<file path="src/rtl/sink_cfg_writer.sv">
`timescale 1ns/1ps
`default_nettype none
// ============================================================================
//  Module   : sink_cfg_writer
//  Purpose  : Writes a node's sink-designation record (flag, node ID, cleared
//             result word, zeroed data region) into the single-port node
//             memory, then reads the flag back and reports done/error.
//  Revision : 1.0  initial release
// ============================================================================
module sink_cfg_writer #(
    parameter int ADDR_W   = 11,
    parameter int DATA_W   = 16,
    parameter int CLR_BASE = 3,
    parameter int CLR_LEN  = 8
) (
    input  logic              clock,
    input  logic              nrst,
    input  logic              en,
    input  logic              start,
    input  logic              is_sink,
    input  logic [DATA_W-1:0] node_id,
    input  logic [DATA_W-1:0] data_in,
    output logic [ADDR_W-1:0] address,
    output logic              wr_en,
    output logic [DATA_W-1:0] data_out,
    output logic              done,
    output logic              error
);

    localparam int                  c_CNT_W    = (CLR_LEN > 0) ? $clog2(CLR_LEN + 1) : 1;
    localparam bit                  c_HAS_CLR  = (CLR_LEN > 0);
    localparam logic [c_CNT_W-1:0]  c_CNT_LAST = (CLR_LEN > 0) ? c_CNT_W'(CLR_LEN - 1) : '0;
    localparam logic [ADDR_W-1:0]   c_BASE     = ADDR_W'(CLR_BASE);

    typedef enum logic [3:0] {
        S_IDLE    = 4'd0,
        S_WR_FLAG = 4'd1,
        S_WR_ID   = 4'd2,
        S_WR_RES  = 4'd3,
        S_CLR     = 4'd4,
        S_RD_REQ  = 4'd5,
        S_RD_WAIT = 4'd6,
        S_CHECK   = 4'd7,
        S_DONE    = 4'd8
    } state_t;

    state_t              state_q,    state_d;
    logic [c_CNT_W-1:0]  cnt_q,      cnt_d;
    logic                is_sink_q,  is_sink_d;
    logic [DATA_W-1:0]   node_id_q,  node_id_d;
    logic [ADDR_W-1:0]   address_q,  address_d;
    logic                wr_en_q,    wr_en_d;
    logic [DATA_W-1:0]   data_out_q, data_out_d;
    logic                done_q,     done_d;
    logic                error_q,    error_d;

    logic [c_CNT_W-1:0]  w_cnt_inc;
    logic [DATA_W-1:0]   w_flag;

    assign w_cnt_inc = cnt_q + c_CNT_W'(1);
    assign w_flag    = {{(DATA_W-1){1'b0}}, is_sink_q};

    always_comb begin
        state_d    = state_q;
        cnt_d      = cnt_q;
        is_sink_d  = is_sink_q;
        node_id_d  = node_id_q;
        address_d  = address_q;
        wr_en_d    = wr_en_q;
        data_out_d = data_out_q;
        done_d     = done_q;
        error_d    = error_q;

        if (state_q == S_IDLE) begin
            address_d  = '0;
            wr_en_d    = 1'b0;
            data_out_d = '0;
            done_d     = 1'b0;
            if (en && start) begin
                is_sink_d  = is_sink;
                node_id_d  = node_id;
                error_d    = 1'b0;
                state_d    = S_WR_FLAG;
                wr_en_d    = 1'b1;
                data_out_d = {{(DATA_W-1){1'b0}}, is_sink};
            end
        end else if (state_q == S_DONE) begin
            // en has no say here; only start releases the result
            address_d  = '0;
            wr_en_d    = 1'b0;
            data_out_d = '0;
            done_d     = 1'b1;
            if (!start) begin
                state_d = S_IDLE;
                done_d  = 1'b0;
            end
        end else if (en) begin
            case (state_q)
                S_WR_FLAG: begin
                    state_d    = S_WR_ID;
                    address_d  = ADDR_W'(1);
                    data_out_d = node_id_q;
                    wr_en_d    = 1'b1;
                end
                S_WR_ID: begin
                    state_d    = S_WR_RES;
                    address_d  = ADDR_W'(2);
                    data_out_d = '0;
                    wr_en_d    = 1'b1;
                end
                S_WR_RES: begin
                    data_out_d = '0;
                    if (c_HAS_CLR) begin
                        state_d   = S_CLR;
                        cnt_d     = '0;
                        address_d = c_BASE;
                        wr_en_d   = 1'b1;
                    end else begin
                        state_d   = S_RD_REQ;
                        address_d = '0;
                        wr_en_d   = 1'b0;
                    end
                end
                S_CLR: begin
                    data_out_d = '0;
                    if (cnt_q == c_CNT_LAST) begin
                        state_d   = S_RD_REQ;
                        address_d = '0;
                        wr_en_d   = 1'b0;
                    end else begin
                        // wraps modulo 2^ADDR_W past the top address
                        cnt_d     = w_cnt_inc;
                        address_d = c_BASE + ADDR_W'(w_cnt_inc);
                        wr_en_d   = 1'b1;
                    end
                end
                S_RD_REQ: begin
                    state_d    = S_RD_WAIT;
                    address_d  = '0;
                    data_out_d = '0;
                    wr_en_d    = 1'b0;
                end
                S_RD_WAIT: begin
                    state_d = S_CHECK;
                end
                S_CHECK: begin
                    state_d = S_DONE;
                    error_d = (data_in != w_flag);
                    done_d  = 1'b1;
                end
                default: begin
                    state_d    = S_IDLE;
                    address_d  = '0;
                    wr_en_d    = 1'b0;
                    data_out_d = '0;
                end
            endcase
        end
    end

    always_ff @(posedge clock or negedge nrst) begin
        if (!nrst) begin
            state_q    <= S_IDLE;
            cnt_q      <= '0;
            is_sink_q  <= 1'b0;
            node_id_q  <= '0;
            address_q  <= '0;
            wr_en_q    <= 1'b0;
            data_out_q <= '0;
            done_q     <= 1'b0;
            error_q    <= 1'b0;
        end else begin
            state_q    <= state_d;
            cnt_q      <= cnt_d;
            is_sink_q  <= is_sink_d;
            node_id_q  <= node_id_d;
            address_q  <= address_d;
            wr_en_q    <= wr_en_d;
            data_out_q <= data_out_d;
            done_q     <= done_d;
            error_q    <= error_d;
        end
    end

    // The strobe is gated by en so a write presented in a stalled cycle is
    // suppressed and then issued once, unchanged, when en returns.
    assign address  = address_q;
    assign wr_en    = wr_en_q & en;
    assign data_out = data_out_q;
    assign done     = done_q;
    assign error    = error_q;

endmodule
`default_nettype wire

</file>
<file path="config.mk">
export PLATFORM = sky130hd
export DESIGN_NAME = sink_cfg_writer
export DESIGN_NICKNAME = d
export VERILOG_FILES = /design/src/rtl/sink_cfg_writer.sv
export SDC_FILE = /design/constraint.sdc
export NUM_CORES = 1
export LEC_CHECK = 0
export BUFFER_PORTS_ARGS = -buffer_cell sky130_fd_sc_hd__buf_2
export CAP_MARGIN = 40
export CORE_ASPECT_RATIO = 0.7
export CORE_MARGIN = 2
export CORE_UTILIZATION = 48
export CTS_BUF_LIST = sky130_fd_sc_hd__clkbuf_4
export CTS_CLUSTER_DIAMETER = 80
export DETAILED_ROUTE_END_ITERATION = 7
export GPL_TIMING_DRIVEN = 0
export PLACE_DENSITY = 0.74
export REMOVE_ABC_BUFFERS = 1
export SKIP_CTS_REPAIR_TIMING = 1
export SLEW_MARGIN = 25
export SYNTH_ARGS = -nofsm -noshare
export SYNTH_HDL_FRONTEND = slang
export SYNTH_SLANG_ARGS = --single-unit
</file>
<file path="constraint.sdc">
create_clock -name clock -period 1.79 [get_ports clock]
set_input_delay 0.179 -clock clock [delete_from_list [all_inputs] [get_ports clock]]
set_output_delay 0.179 -clock clock [all_outputs]
set_load 0.05 [all_outputs]
</file>
==> flow_summary.json <==
{
  "dp.cells": 300,
  "fmax_ghz": 0.526,
  "cts_num_sinks": 49,
  "synthArstFlopShare_pct": 100,
  "maxCapViolCount": 0,
  "post-route-util_pct": 59.7,
  "worst_skew_pair.late_latency_ps": 350,
  "mostFrequentLayoutCell": "buf_2",
  "cts-root-buf": "clkbuf_4",
  "grt_util_all_layers_pct": 18.2,
  "overflow": 0,
  "core_area_mm2": 0.00473,
  "design.portCount": 67,
  "path_cells": "ha_4 > and3b_2 > or3_4 > a21oi_4 > mux2_4",
  "hold-worst-slack_ps": 48.0,
  "timing.hold.worst.class": "input pin to flip-flop",
  "synth-seq-cells": 49,
  "netlist-cell-type-count": 51,
  "timing.slew.headroom_pct": 57.3,
  "syn_area_per_cell_um2": 11.9,
  "detailed_place_hpwl_mm": 3.37,
  "post-synth-top-area-cell": "dfrtp_1",
  "worst_setup_path_start_kind": "flip-flop",
  "clock_tree.buffer_depth": 2,
  "worstPathArrival_ps": 2150,
  "mappedNetlistArea_mm2": 0.00233,
  "run_status": "finished, violations left",
  "starting_density_of_the_core_pct": 49.3,
  "post-place-ws_ps": -311,
  "finalHoldViolations": 0,
  "n_antenna_cell": 0,
  "criticalPathCategory": "flip-flop to flip-flop",
  "vias": 1763,
  "ir_worst_vdd_v": 0.000752,
  "timing.critical_path.fanout_max": 6,
  "synth_top_area_share_pct": 52.6,
  "areaGrowthSynthToFinish_pct": 21.0,
  "die_x_um": 87.3,
  "final_net_count": 301,
  "cts_buffers": 5,
  "drt-vias-per-instance": 5.49,
  "cpPeakStageDelay_ps": 470,
  "worst_path_max_delay_cell": "dfrtp_2",
  "die_area_mm2": 0.00544,
  "clkSlewWorstSetupHoldPaths_ps": 140,
  "number_of_global_route_vias_before_repair": 1649,
  "portBuffers": 60,
  "post_synth_inst_count": 196,
  "count_of_buffering_cells_on_the_critical_path_with_inverters_included": 0,
  "cellLeakagePower_uw": 0.00144,
  "final-max-slew-violation-count": 0,
  "layout_common_cells": "59 x buf_2, 44 x dfrtp_1, 18 x mux2_2",
  "avgRoutedWirePerCell_um": 15.1,
  "ys_warnings": 0,
  "final_cells": 321,
  "final.setup.tns_ps": -359,
  "wirelength_mm": 4.85,
  "synth-edff-count": 0,
  "layout_setup_ws_ps": -111,
  "cellPowerDensity_mw_per_mm2": 1680,
  "min_period_ps": 1900,
  "period_utilization_post_route_pct": 106,
  "worst-slew-pin-transition_ps": 632,
  "grt_max_degree": 50,
  "detail_route.iter0.violations": 68,
  "h-tree-depth": 2,
  "worst_ep_required_time_ps": 2030,
  "postRouteAntennaNets": 0,
  "grt_antenna_before_repair": 0,
  "timing.critical_path.to_type": "flip-flop",
  "cts_tree": "built",
  "fillCellCount": 401,
  "final_setup_violation_count": 6,
  "synth.yosys.seq_area_share_pct": 52.6,
  "detail_route.drc_violations": 0,
  "failed_checks": "setup timing",
  "router_iterations_before_antenna_repair": 4,
  "ys_top_cells_by_area": "dfrtp_1 53%, mux2_2 8.7%, a22o_1 5.6%, mux2i_1 2.1%, buf_4 1.9%",
  "floorplan.rows": 21,
  "grt_first_pass_wirelength_mm": 7.86,
  "die-height_um": 62.3,
  "synth_top_flop_cell": "dfrtp_1",
  "gp_congestion": 0.854,
  "timing.clock.skew_ps": 8.79,
  "layout-drive-gt1-share_pct": 42.8,
  "worst_path_dominant_cell_family": "simple AND/OR/NAND/NOR gates",
  "setup_repair_after_global_routing_missed_its_margin": "yes"
}
-- metal layers --
layer | track usage, % | part of all wire (%)
met5 | 0 | 0
met4 | 5.19 | 0.68
met3 | 4.92 | 6.6
met2 | 27.7 | 47
met1 | 25.6 | 46
-- stage by stage --
| step | power [uW] | area [um2] |
|---|---|---|
| final | 4730 | 2820 |
| after global placement | 3850 | 2600 |
| after global routing | 5030 | 2820 |
| after floorplan | 3400 | 2220 |
| after CTS | 4570 | 2690 |
| after detailed placement | 3930 | 2610 |
-- registers in the layout (all words and copies together), names as in the netlist --
| signal | cells |
|---|---|
| wr_en_q | 1 |
| state_q | 4 |
| error | 1 |
| cnt_q | 4 |
| is_sink_q | 1 |
| address | 5 |
| node_id_q | 16 |
| done | 1 |
| data_out | 16 |
-- cells by family (layout without fill, tap and decap cells) --
family	after synthesis	in the layout	synth area share, %
buf+inv	28	91	6.82
xor+xnor	4	4	1.50
fa+ha+maj	1	1	0.537
simple gates	46	46	11.0
other cells	1	6	0.161
mux	25	25	12.0
compound gates	42	42	15.4
flops	49	49	52.6
-- Yosys cell counts (all sizes together), types with 2 or more instances --
cell type,n
a21oi,5
mux2,20
xor2,2
o2bb2ai,2
o21ai,7
nand2b,2
and2,3
nor2,8
mux2i,5
a221o,2
buf,16
a22oi,2
dfrtp,49
nand2,10
xnor2,2
nor4,4
inv,9
a22o,16
and3,2
clkbuf,3
nand3,3
o31ai,2
nor3,3
-- where the power goes --
group          leakage, uW  switching (uW)  internal, uW
registers         0.000628             349          1540
clock network    0.0000433             335           306
logic             0.000774            1350           857
total              0.00144            2030          2700
-- worst paths after layout --
path	start	to	slack [ps]	cells after the start
setup / recovery	cnt_q[1]	cnt_q[3]	-110	5
hold / removal	node_id[0]	node_id_q[0]	50	2
setup reg to reg	cnt_q[1]	cnt_q[3]	-110	5
hold reg to reg	node_id_q[14]	data_out[14]	500	1
max in group asynchronous	nrst	state_q[2]	980	2
min in group asynchronous	nrst	cnt_q[0]	380	2
-- cell type report --
cell class | instances | area (um2) | area share (%)
clock buffers | 6 | 45.0 | 1.60
clock inverters | 2 | 33.8 | 1.20
inverters | 9 | 33.8 | 1.20
multi-input cells | 124 | 983 | 34.9
flip-flops and latches | 49 | 1230 | 43.7
well taps | 57 | 71.3 | 2.53
repair buffers | 74 | 422 | 14.9
Power figures use the tool's default switching activity.
